File: src/rtl/sprite_engine.sv
// sprite_engine: 16x16 sprite hit-test, two-frame animation and hit-blink for a picture ROM.
// Ports:
//   clk, rst_n            clock, asynchronous active-low reset
//   pix_en                pixel strobe gating the output registers
//   hcount, vcount        current pixel position; video_on marks the visible area
//   frame_tick            one-clk pulse at vblank start (latches position, steps animation/blink)
//   sprite_x, sprite_y    requested sprite top-left corner
//   base_index, anim_en   first picture and two-frame animation enable
//   hit                   starts or restarts an inversion blink
//   addr, romEN, index, inv   registered picture-ROM address, enable, picture select, invert
module sprite_engine #(
    parameter int ANIM_DIV     = 8,
    parameter int BLINK_FRAMES = 32
) (
    input  logic       clk,
    input  logic       rst_n,
    input  logic       pix_en,
    input  logic [9:0] hcount,
    input  logic [9:0] vcount,
    input  logic       video_on,
    input  logic       frame_tick,
    input  logic [9:0] sprite_x,
    input  logic [9:0] sprite_y,
    input  logic [3:0] base_index,
    input  logic       anim_en,
    input  logic       hit,
    output logic [7:0] addr,
    output logic       romEN,
    output logic [3:0] index,
    output logic       inv
);
    typedef enum logic {IDLE, BLINK} state_t;

    state_t     state_q, state_d;
    logic [9:0] x_l_q, x_l_d, y_l_q, y_l_d;
    logic [7:0] anim_cnt_q, anim_cnt_d, blink_cnt_q, blink_cnt_d;
    logic       frame_sel_q, frame_sel_d;
    logic [7:0] addr_q, addr_d;
    logic       rom_en_q, rom_en_d, inv_q, inv_d;
    logic [3:0] index_q, index_d;
    logic [9:0] dx, dy;
    logic       vis, blink_inv;
    logic [3:0] pic;

    always_comb begin
        // Subtraction wraps modulo 1024, so a sprite near the right/bottom edge
        // still covers columns/rows just past zero.
        dx        = hcount - x_l_q;
        dy        = vcount - y_l_q;
        vis       = (dx < 10'd16) && (dy < 10'd16) && video_on;
        // Only even bases 0..8 have a second animation frame next to them.
        pic       = (base_index <= 4'd8 && !base_index[0]) ? base_index + {3'b000, frame_sel_q} : base_index;
        blink_inv = (state_q == BLINK) && blink_cnt_q[2];
        x_l_d       = frame_tick ? sprite_x : x_l_q;
        y_l_d       = frame_tick ? sprite_y : y_l_q;
        anim_cnt_d  = anim_cnt_q;
        frame_sel_d = frame_sel_q;
        if (!anim_en) begin
            anim_cnt_d  = 8'd0;
            frame_sel_d = 1'b0;
        end else if (frame_tick) begin
            anim_cnt_d  = (anim_cnt_q == 8'(ANIM_DIV - 1)) ? 8'd0 : anim_cnt_q + 8'd1;
            frame_sel_d = frame_sel_q ^ (anim_cnt_q == 8'(ANIM_DIV - 1));
        end
        state_d     = state_q;
        blink_cnt_d = blink_cnt_q;
        if (hit) begin
            // A hit always (re)starts the episode, even on the terminating tick.
            state_d     = BLINK;
            blink_cnt_d = 8'd0;
        end else if (state_q == BLINK && frame_tick) begin
            state_d     = (blink_cnt_q == 8'(BLINK_FRAMES - 1)) ? IDLE : BLINK;
            blink_cnt_d = (blink_cnt_q == 8'(BLINK_FRAMES - 1)) ? 8'd0 : blink_cnt_q + 8'd1;
        end
        rom_en_d = pix_en ? vis : rom_en_q;
        addr_d   = pix_en ? (vis ? {dy[3:0], dx[3:0]} : 8'h00) : addr_q;
        index_d  = pix_en ? pic : index_q;
        inv_d    = pix_en ? blink_inv : inv_q;
    end

    always_ff @(posedge clk or negedge rst_n) begin
        if (!rst_n) begin
            state_q     <= IDLE;
            x_l_q       <= '0;
            y_l_q       <= '0;
            anim_cnt_q  <= '0;
            frame_sel_q <= 1'b0;
            blink_cnt_q <= '0;
            addr_q      <= '0;
            rom_en_q    <= 1'b0;
            index_q     <= '0;
            inv_q       <= 1'b0;
        end else begin
            state_q     <= state_d;
            x_l_q       <= x_l_d;
            y_l_q       <= y_l_d;
            anim_cnt_q  <= anim_cnt_d;
            frame_sel_q <= frame_sel_d;
            blink_cnt_q <= blink_cnt_d;
            addr_q      <= addr_d;
            rom_en_q    <= rom_en_d;
            index_q     <= index_d;
            inv_q       <= inv_d;
        end
    end

    assign addr  = addr_q;
    assign romEN = rom_en_q;
    assign index = index_q;
    assign inv   = inv_q;
endmodule

File: config.mk
export PLATFORM = sky130hd
export DESIGN_NAME = sprite_engine
export DESIGN_NICKNAME = d
export VERILOG_FILES = /design/src/rtl/sprite_engine.sv
export SDC_FILE = /design/constraint.sdc
export NUM_CORES = 1
export LEC_CHECK = 0
export ABC_AREA = 1
export BUFFER_PORTS_ARGS = -buffer_cell sky130_fd_sc_hd__buf_2
export CORE_MARGIN = 2
export CORE_UTILIZATION = 35
export CTS_BUF_LIST = sky130_fd_sc_hd__clkbuf_8
export CTS_CLUSTER_SIZE = 25
export DETAILED_ROUTE_END_ITERATION = 6
export SLEW_MARGIN = 20
export SYNTH_ARGS = -nofsm -noshare
export SYNTH_HDL_FRONTEND = slang
export SYNTH_SLANG_ARGS = --single-unit
File: constraint.sdc
create_clock -name clk -period 2.2 [get_ports clk]
set_input_delay 0.11 -clock clk [delete_from_list [all_inputs] [get_ports clk]]
set_output_delay 0.11 -clock clk [all_outputs]
set_load 0.01 [all_outputs]
# Word-level counts from Yosys, hierarchy flattened
# Index checks and enable logic that the tools add are counted.
# W data, S select, Z words.
dict set report totals {
  ff_bits 52
  inputBits 51
  output_inout_bits 14
  word_cells 42
}
dict set report op_classes {
  addsub 5
  order_cmp 3
  n_eq_ne 3
  n_mux 13
  bitwise_logic 1
  n_reduce_logical 7
}
# operator n
set op_table {}
lappend op_table {{$mux W8} 7}
lappend op_table {{$lt A10 B5 Y1 const B} 2}
lappend op_table {{$sub A10 B10 Y10} 2}
lappend op_table {{$add A8 B1 Y8 const B} 2}
lappend op_table {{$eq A8 B3 Y1 const B} 1}
lappend op_table {{$eq A8 B5 Y1 const B} 1}
lappend op_table {{$logic_and A1 B1 Y1} 5}
lappend op_table {{$mux W1} 5}
lappend op_table {{$add A4 B1 Y4} 1}
lappend op_table {{$le A4 B4 Y1 const B} 1}
lappend op_table {{$mux W4} 1}
lappend op_table {{$ne A2 B2 Y1 const B} 1}
lappend op_table {{$reduce_bool A2 Y1} 1}
lappend op_table {{$logic_not A1 Y1} 1}
lappend op_table {{$xor A1 B1 Y1} 1}

# Logic depth before layout (Yosys ltp)
# Gate-level depths: netlist (run 1).
dict set report logic_depth {
  ltp_word 5
  mapped_depth 14
  mapped_depth_nobuf 14
}

# Least setup slack after synthesis (run 1)
# Ideal clock, no wire load.
dict set report synth_path {
  path_kind {flip-flop to flip-flop}
  from {reg x_l_q[0]}
  to {reg addr_q[1], in the netlist addr[1]}
  setup_ns 0.066
  arrival_time_ns 1.869
  t_required_ns 2.134
  slack_ns 0.266
  path_stages_with_launch 13
  path_buffers 0
  synth_period_minus_slack_ns 1.934
  cell_sequence {dfrtp_1 -> ha_1 -> fa_1 -> nand3b_1 -> nand2_1 -> nand2_1 -> nand3_1 -> nand2_1 -> inv_1 -> nand3_1 -> nor2_4 -> nand3_1 -> nand2_1}
}
dict set report synth_between {
  elab_chain_cells 5
}
# element line
set synth_rtl {}
lappend synth_rtl {{from (decl)} 35} ;# logic [9:0] x_l_q, x_l_d, y_l_q, y_l_d;
lappend synth_rtl {{from (signal assigned)} 95} ;# x_l_q <= x_l_d;
lappend synth_rtl {{$sub A10 B10 Y10 (*)} 48} ;# dx = hcount - x_l_q;
lappend synth_rtl {{$lt A10 B5 Y1} 50} ;# vis = (dx < 10'd16) && (dy < 10'd16) && video_on;
lappend synth_rtl {{$logic_and A1 B1 Y1 (2 in a row)} 50}
lappend synth_rtl {{$mux W8 (*)} 76} ;# addr_d = pix_en ? (vis ? {dy[3:0], dx[3:0]} : 8'h00) : addr_q;
lappend synth_rtl {{to (signal assigned)} 100} ;# addr_q <= addr_d;
lappend synth_rtl {{to (decl)} 38} ;# logic [7:0] addr_q, addr_d;
# Every way passes the cells marked *; elsewhere a longest branch is shown, timed or not.
# A chain may end at the register's enable or synchronous reset.

# Worst setup path in the final report (run 1)
dict set report layout_path {
  from {reg x_l_q[0]}
  to {reg addr_q[7], in the netlist addr[7]}
}
dict set report layout_between {
  elab_chain_cells 5
}
# element line
set layout_rtl {}
lappend layout_rtl {{$sub A10 B10 Y10} 48}
lappend layout_rtl {{$lt A10 B5 Y1} 50}
lappend layout_rtl {{$logic_and A1 B1 Y1 (2 in a row)} 50}
lappend layout_rtl {{$mux W8} 76}
# Every way passes these cells.

==> flow_metrics.py, run 1 <==
metrics = {
    "logic_synthesis": {
        "syn_nets": 530,
        "ys_types": 25,
        "syn_area_sq_um": 3287,
        "syn_inst": 455,
        "ys.warnings.count": 0,
        "postSynthAreaPerCell_sq_um": 7.224,
        "ys_ff_latch": 52,
        "seq_area_frac_synth": 0.3959,
    },
    "cells_and_area": {
        "layout.nets": 601,
        "stdcell_count": 638,
        "final_common_cell": "nand2_1",
        "antennaDiodeCount": 0,
        "syn_to_final_growth_pct": 19.87,
        "drive_above_1_share": 0.1803,
        "final_cell_mix": "nand2_1 (148), inv_1 (76), buf_2 (64)",
    },
    "critical_path": {
        "arrival_ns": 2.35,
        "crit_type": "register to register",
        "critPathRequiredTime_ns": 2.45,
        "r2r-end": "addr[7]",
        "critPathLaunch": "x_l_q[0]",
        "reg2reg_slack_ns": 0.1,
        "r2r_cells": 12,
        "crit_path_end": "addr[7]",
        "r2r-start": "x_l_q[0]",
        "cp-end-kind": "register",
        "critPathMaxFanout": 5,
        "critPathLaunchType": "register",
    },
    "place": {
        "dp_hpwl_mm": 5.889,
        "portBuffers": 64,
        "gp_congestion": 0.9164,
        "place_inst": 627,
    },
    "timing": {
        "tightest_slew_ns": 0.4426,
        "rsz0062_at_grt": "yes",
        "whs_ns": 0.007412,
        "setup_viol": 0,
        "skew_ns": 0.004961,
        "fin_crit_ns": 2.102,
        "fmax_mhz": 475.7,
        "slew_headroom": 0.7046,
        "finalCritPeriodShare": 0.9554,
        "slew_violations": 0,
        "final_hold_viol_count": 0,
    },
    "die": {
        "die_h_um": 100.9,
        "die_area_sq_um": 10180,
        "io_pins": 65,
        "initial_core_util": 0.3574,
        "coreArea_sq_um": 9196,
        "die_x_um": 100.9,
        "num_rows": 35,
    },
    "grt": {
        "grt_max_degree": 24,
        "grt_pass1_wl_mm": 12.70,
        "grt_usage": 0.1527,
        "grt_pass1_vias": 2976,
        "global_route.overflow_total": 0,
        "antenna_found_initial": 0,
    },
    "cts": {
        "clock_latency_ns": 0.30,
        "cts_tree": "done",
        "clkTransAtPathRegs_ns": 0.10,
        "postCtsSetupRepairBufs": 0,
        "root_buffer": "clkbuf_8",
        "numCtsBuffers": 5,
        "cts_num_sinks": 52,
        "htreeDepth": 2,
        "clockBufferDepth": 2,
    },
    "power_and_ir_drop": {
        "intPower_mw": 1.605,
        "switching_share": 0.3255,
        "p_leak_nw": 2.199,
        "seqPwrFrac": 0.442,
        "powerDensity_nw_per_um2": 604.0,
        "pwr-share-clk": 0.285,
        "combPwrFrac": 0.273,
        "ir_drop_mv": 0.3425,
        "power_switching_uw": 774.6,
    },
    "run": {
        "drv_cap": 0,
    },
    "routing": {
        "avgViaCountPerCell": 4.654,
        "drt-initial-drc-count": 115,
        "dr.pass1.iters": 4,
        "ant_nets": 0,
        "vias": 2969,
        "wire_per_inst_um": 11.77,
        "wirelength_mm": 7.507,
        "drc": 0,
    },
    "outcome": {
        "status": "finished, final reports clean",
    },
    "min_path": {
        "holdCritPathClass": "input pin to register",
    },
}
-- synthesized netlist by cell type, drive strengths merged --
master  instances  share of area
nor3            6         0.0091
buf             1         0.0023
nor2           33          0.042
nand3b          4         0.0091
xnor2           5          0.013
nand3          31          0.050
and3            1         0.0019
clkbuf          5         0.0057
ha             22          0.084
o21bai          1         0.0023
inv            76          0.087
nor4            2         0.0038
nand4           4         0.0076
o21ai          27          0.041
dfrtp          52           0.40
a31oi           1         0.0019
fa              2          0.012
a21oi          17          0.026
o22ai           2         0.0038
nor3b           3         0.0069
nand2         154           0.18
xor2            6          0.016
-- per-layer routing --
metal  track usage  wire (um)
met5             0          0
met4       0.03222         98
met3       0.02843        234
met2        0.2733       3729
met1        0.1915       3445
-- registers in the layout, indices dropped and copies added, names as in the netlist --
name         cells
x_l_q           10
y_l_q           10
addr             8
anim_cnt_q       8
blink_cnt_q      8
index            4
frame_sel_q      1
inv              1
romEN            1
state_q          1
-- power by group through the flow --
stage	clock network (mW)	registers [mW]	logic (mW)
2_1_floorplan	0	1.07	0.423
3_3_place_gp	0	1.07	0.600
3_5_place_dp	0	1.07	0.608
4_1_cts	0.704	1.05	0.612
5_1_grt	0.739	1.06	0.757
6_report	0.678	1.05	0.650
-- layout make-up --
cell class	instances	area, sq um
clock buffers	5	68.82
clock inverters	3	46.29
fillers	961	5256
inverters	76	285.3
multi-input cells	323	1747
flip-flops and latches	52	1301
well taps	111	138.9
repair buffers	68	352.8
-- worst min path at each step --
stage | startpoint | end | slack [ns] | depth (start not counted)
3_3_place_gp | rst_n | blink_cnt_q[3] | 0.02 | 1
2_1_floorplan | rst_n | addr[0] | -0.19 | 0
6_report | sprite_x[0] | x_l_q[0] | 0.007 | 3
5_1_grt | sprite_y[3] | y_l_q[3] | 0.0007 | 3
3_5_place_dp | rst_n | blink_cnt_q[3] | 0.02 | 1
4_1_cts | hit | blink_cnt_q[2] | 0.002 | 2
-- cell families after synthesis --
| kind of cell | synth area share |
|---|---|
| DFF | 0.3959 |
| xor gates and xnor gates | 0.02931 |
| adders and majority gates | 0.09593 |
| AOI/OAI and AO/OA | 0.07499 |
| and+or+nand+nor | 0.3091 |
| buffers and inverters | 0.09479 |
-- metrics by stage --
step / setup WS [ns] / cell area (sq um) / total power [mW] / util / setup TNS [ns]
detailed placement: 0.07131 / 3742 / 1.680 / 0.4069 / 0
CTS: 0.04346 / 3867 / 2.369 / 0.4205 / 0
global placement: 0.1402 / 3742 / 1.670 / 0.4069 / 0
finish: 0.09801 / 3940 / 2.380 / 0.4284 / 0
global route: -0.03187 / 3940 / 2.558 / 0.4284 / -0.1229
floorplan: 0.2659 / 3287 / 1.491 / - / 0
-- repair_timing --
action | CTS | global route
hold endpoints to repair | 12 | 0
setup endpoints to repair | 0 | 9
hold buffers | 1 | 0
gates resized for setup | 0 | 15
-- critical path: stages (launching register included) --
cell	delay, ns
dfrtp_1	0.40
ha_2	0.19
fa_2	0.34
nand3b_1	0.20
nand2_2	0.09
nand2_1	0.08
nand3_1	0.08
nand2_1	0.06
nor2_1	0.12
nand2_2	0.13
nor2_4	0.20
nand3_1	0.09
nand2_1	0.07
(Power assumes the default switching activity.)
==> run 2, diff against run 1 <==
==> constraint.sdc (replaced) <==
create_clock -name clk -period 2.2 [get_ports clk]
set_input_delay 0.33 -clock clk [delete_from_list [all_inputs] [get_ports clk]]
set_output_delay 0.33 -clock clk [all_outputs]
set_load 0.1 [all_outputs]
==> run 2 against run 1 <==
Effect of this change: sequential power hardly changed; first-iteration DRC count is 3.5% higher; clock skew is 0.0025 ns higher; die area stayed put; maximum frequency is 2.2% higher; critical endpoint is now addr[4].
==> flow_metrics.py, run 2 (synthesis gave the netlist of run 1 again) <==
metrics = {
    "routing": {
        "dr.pass1.iters": 4,
        "drc": 0,
        "ant_nets": 0,
        "drt-initial-drc-count": 119,
        "avgViaCountPerCell": 4.729,
        "vias": 3017,
        "wirelength_mm": 7.437,
        "wire_per_inst_um": 11.66,
    },
    "power_and_ir_drop": {
        "p_leak_nw": 2.213,
        "ir_drop_mv": 0.3702,
        "powerDensity_nw_per_um2": 643.6,
        "p_total_mw": 2.525,
    },
    "critical_path": {
        "crit_slowest_cell": "dfrtp_1",
        "path_common_cell": "nand3_1",
        "worst_path_largest_cell_delay_ns": 0.40,
        "critPathMaxFanout": 9,
        "crit_type": "register to register",
        "r2r_cells": 10,
        "cp-end-kind": "register",
        "arrival_ns": 2.31,
        "critPathRequiredTime_ns": 2.46,
        "cp_cell_sequence": "ha_1 -> fa_2 -> nand3b_1 -> nand2_1 -> nand4_1 -> nand3_1 -> nand3_1 -> nor2_4 -> nand3_1 -> nand2_1",
        "critPathLaunchType": "register",
    },
    "timing": {
        "whs_ns": 0.2190,
        "finalCritPeriodShare": 0.9350,
        "final_hold_viol_count": 0,
        "setup_viol": 0,
        "rsz0062_at_grt": "no",
        "setup_ws_ns": 0.1431,
        "skew_ns": 0.007479,
        "fin_crit_ns": 2.057,
        "slew_headroom": 0.6741,
        "slew_violations": 0,
        "fmax_mhz": 486.2,
        "tightest_slew_ns": 0.4922,
    },
    "place": {
        "place_ws_ns": -0.01198,
        "dp_hpwl_mm": 5.889,
        "portBuffers": 64,
        "gp_congestion": 0.9062,
    },
    "die": {
        "io_pins": 65,
        "die_x_um": 100.9,
        "initial_core_util": 0.3574,
        "num_rows": 35,
        "die_h_um": 100.9,
        "die_area_sq_um": 10180,
        "coreArea_sq_um": 9196,
    },
    "run": {
        "drv_cap": 0,
    },
    "cells_and_area": {
        "final_common_cell": "nand2_1",
        "layout.nets": 601,
        "reg_top3": "x_l_q (10), y_l_q (10)",
        "antennaDiodeCount": 0,
        "drive_above_1_share": 0.1727,
        "syn_to_final_growth_pct": 19.38,
        "utilization": 0.4267,
        "final_cell_mix": "nand2_1 (149), inv_1 (76), buf_2 (64)",
    },
    "grt": {
        "global_route.overflow_total": 0,
        "grt_pass1_vias": 2912,
        "grt_max_degree": 42,
        "antenna_found_initial": 0,
        "grt_usage": 0.1538,
        "grt_pass1_wl_mm": 12.74,
    },
    "cts": {
        "cts_tree": "done",
        "htreeDepth": 2,
        "cts_num_sinks": 52,
        "clockBufferDepth": 2,
        "root_buffer": "clkbuf_8",
        "postCtsSetupRepairBufs": 0,
        "numCtsBuffers": 5,
        "clock_latency_ns": 0.31,
        "clkTransAtPathRegs_ns": 0.10,
    },
    "min_path": {
        "holdCritPathClass": "input pin to register",
        "min_delay_path_depth": 3,
    },
    "outcome": {
        "status": "finished, final reports clean",
    },
}
run 2: path summary, 6_finish.rpt:
check	slack (ns)	end	start
max in group asynchronous	1.11	y_l_q[8]	rst_n
min in group asynchronous	0.47	blink_cnt_q[4]	rst_n
worst max register to register	0.14	addr[4]	y_l_q[0]
worst min register to register	0.48	index[2]	index[2]
worst max-delay path	0.14	addr[4]	y_l_q[0]
worst min-delay path	0.22	y_l_q[9]	sprite_y[9]
run 2: where the power goes:
part	internal (mW)	switching [mW]
logic	0.238	0.437
registers	1.02	0.0338
clock network	0.458	0.340
run 2: critical path, delay by kind of cell, from the launching register on:
| family | cells | cell delay, ns |
|---|---|---|
| AND/OR/NAND/NOR | 8 | 1.03 |
| flip-flops | 1 | 0.40 |
| adder cells (fa/ha/maj) | 2 | 0.57 |
run 2: metrics by stage:
stage / cells / TNS, ns / instance area (sq um)
finish: 638 / 0 / 3924
global route: 638 / 0 / 3924
CTS: 637 / 0 / 3897
detailed placement: 628 / -0.04397 / 3750
global placement: 628 / 0 / 3750
floorplan: 455 / 0 / 3287
run 2: routing by layer:
metal / wire length [um] / vias to the layer above / global-route usage / share of wire
li1: - / 1563 / - / -
met1: 3342 / 1392 / 0.1926 / 0.45
met2: 3706 / 52 / 0.2744 / 0.50
met3: 302 / 10 / 0.02635 / 0.041
met4: 86 / 0 / 0.03846 / 0.012
met5: 0 / - / 0 / 0
run 2: timing repair:
action | in CTS | in global routing
hold buffers | 1 | 0
endpoints found under the setup margin | 0 | 9
resized for setup | 0 | 7
endpoints found under the hold margin | 17 | 0
run 2: final cells by class:
class	count	area (sq um)
Tap cell	111	138.9
Multi-Input combinational cell	322	1700
Timing Repair Buffer	69	360.3
Fill cell	969	5273
Sequential cell	52	1301
Clock buffer	5	68.82
Clock inverter	3	68.82
Inverter	76	285.3
==> run 3, diff against run 2 <==
Settings changed: CELL_PAD_IN_SITES_DETAIL_PLACEMENT set to 0, CELL_PAD_IN_SITES_GLOBAL_PLACEMENT set to 1, HOLD_SLACK_MARGIN set to 0.05, PLACE_DENSITY_LB_ADDON set to 0.1.
Clock period 2.2 ns to 2.1 ns, I/O delays scaled along.
==> run 3 against run 2 <==
Effect of this change: worst hold slack got worse by 0.016 ns; design area increased by 0.77%; clock skew up 0.0015 ns; largest cell class unchanged; largest power group unchanged; highest routed layer unchanged.
==> flow_metrics.py, run 3 (synthesis gave the netlist of run 1 again) <==
metrics = {
    "critical_path": {
        "crit_slowest_cell": "dfrtp_1",
        "worst-path-buf-inv": 1,
        "worst_path_largest_cell_delay_ns": 0.39,
        "reg2reg_slack_ns": 0.08,
        "path_common_cell": "nand2_1",
        "cp-end-kind": "register",
        "critPathRequiredTime_ns": 2.35,
        "arrival_ns": 2.27,
        "crit_family": "simple AND/OR/NAND/NOR gates",
        "crit_type": "register to register",
        "critPathMaxFanout": 5,
        "cp_cell_sequence": "ha_2 -> fa_2 -> nand3b_1 -> nand3_1 -> nand2_1 -> inv_1 -> nand2_1 -> nor2_2 -> nand3_4 -> nor2_4 -> nand3_1 -> nand2_1",
        "critPathLaunchType": "register",
    },
    "power_and_ir_drop": {
        "combPwrFrac": 0.309,
        "pwr-share-clk": 0.236,
        "power_switching_uw": 856.8,
        "intPower_mw": 1.566,
        "switching_share": 0.3537,
        "seqPwrFrac": 0.455,
        "p_total_mw": 2.423,
        "p_leak_nw": 2.221,
        "powerDensity_nw_per_um2": 612.8,
        "ir_drop_mv": 0.3003,
    },
    "cts": {
        "cts_num_sinks": 52,
        "cts_tree": "done",
        "root_buffer": "clkbuf_8",
        "clockBufferDepth": 2,
        "numCtsBuffers": 5,
        "clkTransAtPathRegs_ns": 0.10,
        "clock_latency_ns": 0.30,
        "htreeDepth": 2,
    },
    "cells_and_area": {
        "final_cell_mix": "nand2_1 (148), inv_1 (78), buf_2 (64)",
        "drive_above_1_share": 0.1861,
        "fin_area_sq_um": 3954,
        "final-seq-area_sq_um": 1301,
        "stdcell_count": 643,
        "final_common_cell": "nand2_1",
        "n_fill_cell": 994,
        "layout.nets": 606,
        "multi_input_area_sq_um": 1740,
        "reg_top3": "x_l_q (10), y_l_q (10)",
        "syn_to_final_growth_pct": 20.29,
        "antennaDiodeCount": 0,
        "utilization": 0.4299,
    },
    "grt": {
        "met3_usage": 0.03606,
        "grt_pass1_vias": 2979,
        "global_route.overflow_total": 0,
        "gr-usage-met1": 0.2213,
        "grt_usage": 0.1668,
        "grtUsageMet2": 0.2795,
        "grt_max_degree": 53,
        "busiest_layer": "met2",
        "grt_pass1_wl_mm": 13.67,
        "antenna_found_initial": 0,
    },
    "die": {
        "die_area_sq_um": 10180,
        "initial_core_util": 0.3574,
        "num_rows": 35,
        "die_h_um": 100.9,
        "io_pins": 65,
        "die_x_um": 100.9,
        "coreArea_sq_um": 9196,
    },
    "place": {
        "place_ws_ns": -0.1308,
        "place_inst": 630,
        "placed_cell_area_sq_um": 3777,
        "portBuffers": 64,
        "gp_congestion": 0.7908,
        "dp_hpwl_mm": 6.066,
    },
    "routing": {
        "drt-initial-drc-count": 121,
        "avgViaCountPerCell": 4.633,
        "drc": 0,
        "wire_per_inst_um": 12.20,
        "dr.pass1.iters": 4,
        "ant_nets": 0,
        "wirelength_mm": 7.845,
        "vias": 2979,
    },
    "timing": {
        "slew_violations": 0,
        "setup_viol": 0,
        "slew_headroom": 0.6639,
        "tightest_slew_ns": 0.5077,
        "whs_ns": 0.2034,
        "fmax_mhz": 494.2,
        "setup_ws_ns": 0.07657,
        "fin_crit_ns": 2.023,
        "rsz0062_at_grt": "yes",
        "tns_ns": 0,
        "final_hold_viol_count": 0,
        "skew_ns": 0.009024,
        "finalCritPeriodShare": 0.9635,
    },
    "min_path": {
        "holdCritPathClass": "input pin to register",
    },
    "outcome": {
        "status": "finished, final reports clean",
    },
    "run": {
        "drv_cap": 0,
    },
}
## run 3: changes by cell type in the layout (fill, tap and decap cells not counted), moves of 2 or more
cell and delta:
inv_1 +2, nor2_4 +2, buf_4 +3, bufinv_16 -2
## run 3: layout make-up
cell class / instances / share of cell area
Clock buffer: 5 / 0.01741
Clock inverter: 3 / 0.004114
Inverter: 76 / 0.07215
Multi-Input combinational cell: 323 / 0.4402
Sequential cell: 52 / 0.3291
Tap cell: 111 / 0.03513
Timing Repair Buffer: 73 / 0.1019
## run 3: per-layer routing
layer,up-vias,share of wire
met5,-,0
met3,4,0.041
li1,1577,-
met4,0,0.0075
met2,40,0.48
met1,1358,0.47
## run 3: tightest hold or removal path: cells and delay by family
| family | cells | cell delay, ns |
|---|---|---|
| buf+inv | 1 | 0.07 |
| simple gates | 2 | 0.09 |
## run 3: worst paths after layout
check / depth (start not counted) / endpoint / from
setup / recovery: 12 / addr[2] / y_l_q[0]
hold reg to reg: 2 / index[3] / index[3]
setup reg to reg: 12 / addr[2] / y_l_q[0]
hold / removal: 3 / x_l_q[0] / sprite_x[0]
max in group asynchronous: 3 / y_l_q[0] / rst_n
min in group asynchronous: 3 / anim_cnt_q[6] / rst_n
## run 3: what timing repair did
action                                  CTS  global route
hold buffers                              1             0
gates resized for setup                   9             6
buffers inserted                          0             2
gates cloned                              1             1
pin swaps                                 4             7
endpoints found under the setup margin    9             9
hold endpoints to repair                 52             0
## run 3: power by group through the flow
| stage | registers [mW] | logic [mW] | clock network [mW] |
|---|---|---|---|
| 4_1_cts | 1.10 | 0.735 | 0.603 |
| 3_5_place_dp | 1.12 | 0.714 | 0 |
| 2_1_floorplan | 1.18 | 0.443 | 0 |
| 5_1_grt | 1.11 | 0.869 | 0.638 |
| 6_report | 1.10 | 0.749 | 0.572 |
| 3_3_place_gp | 1.12 | 0.713 | 0 |
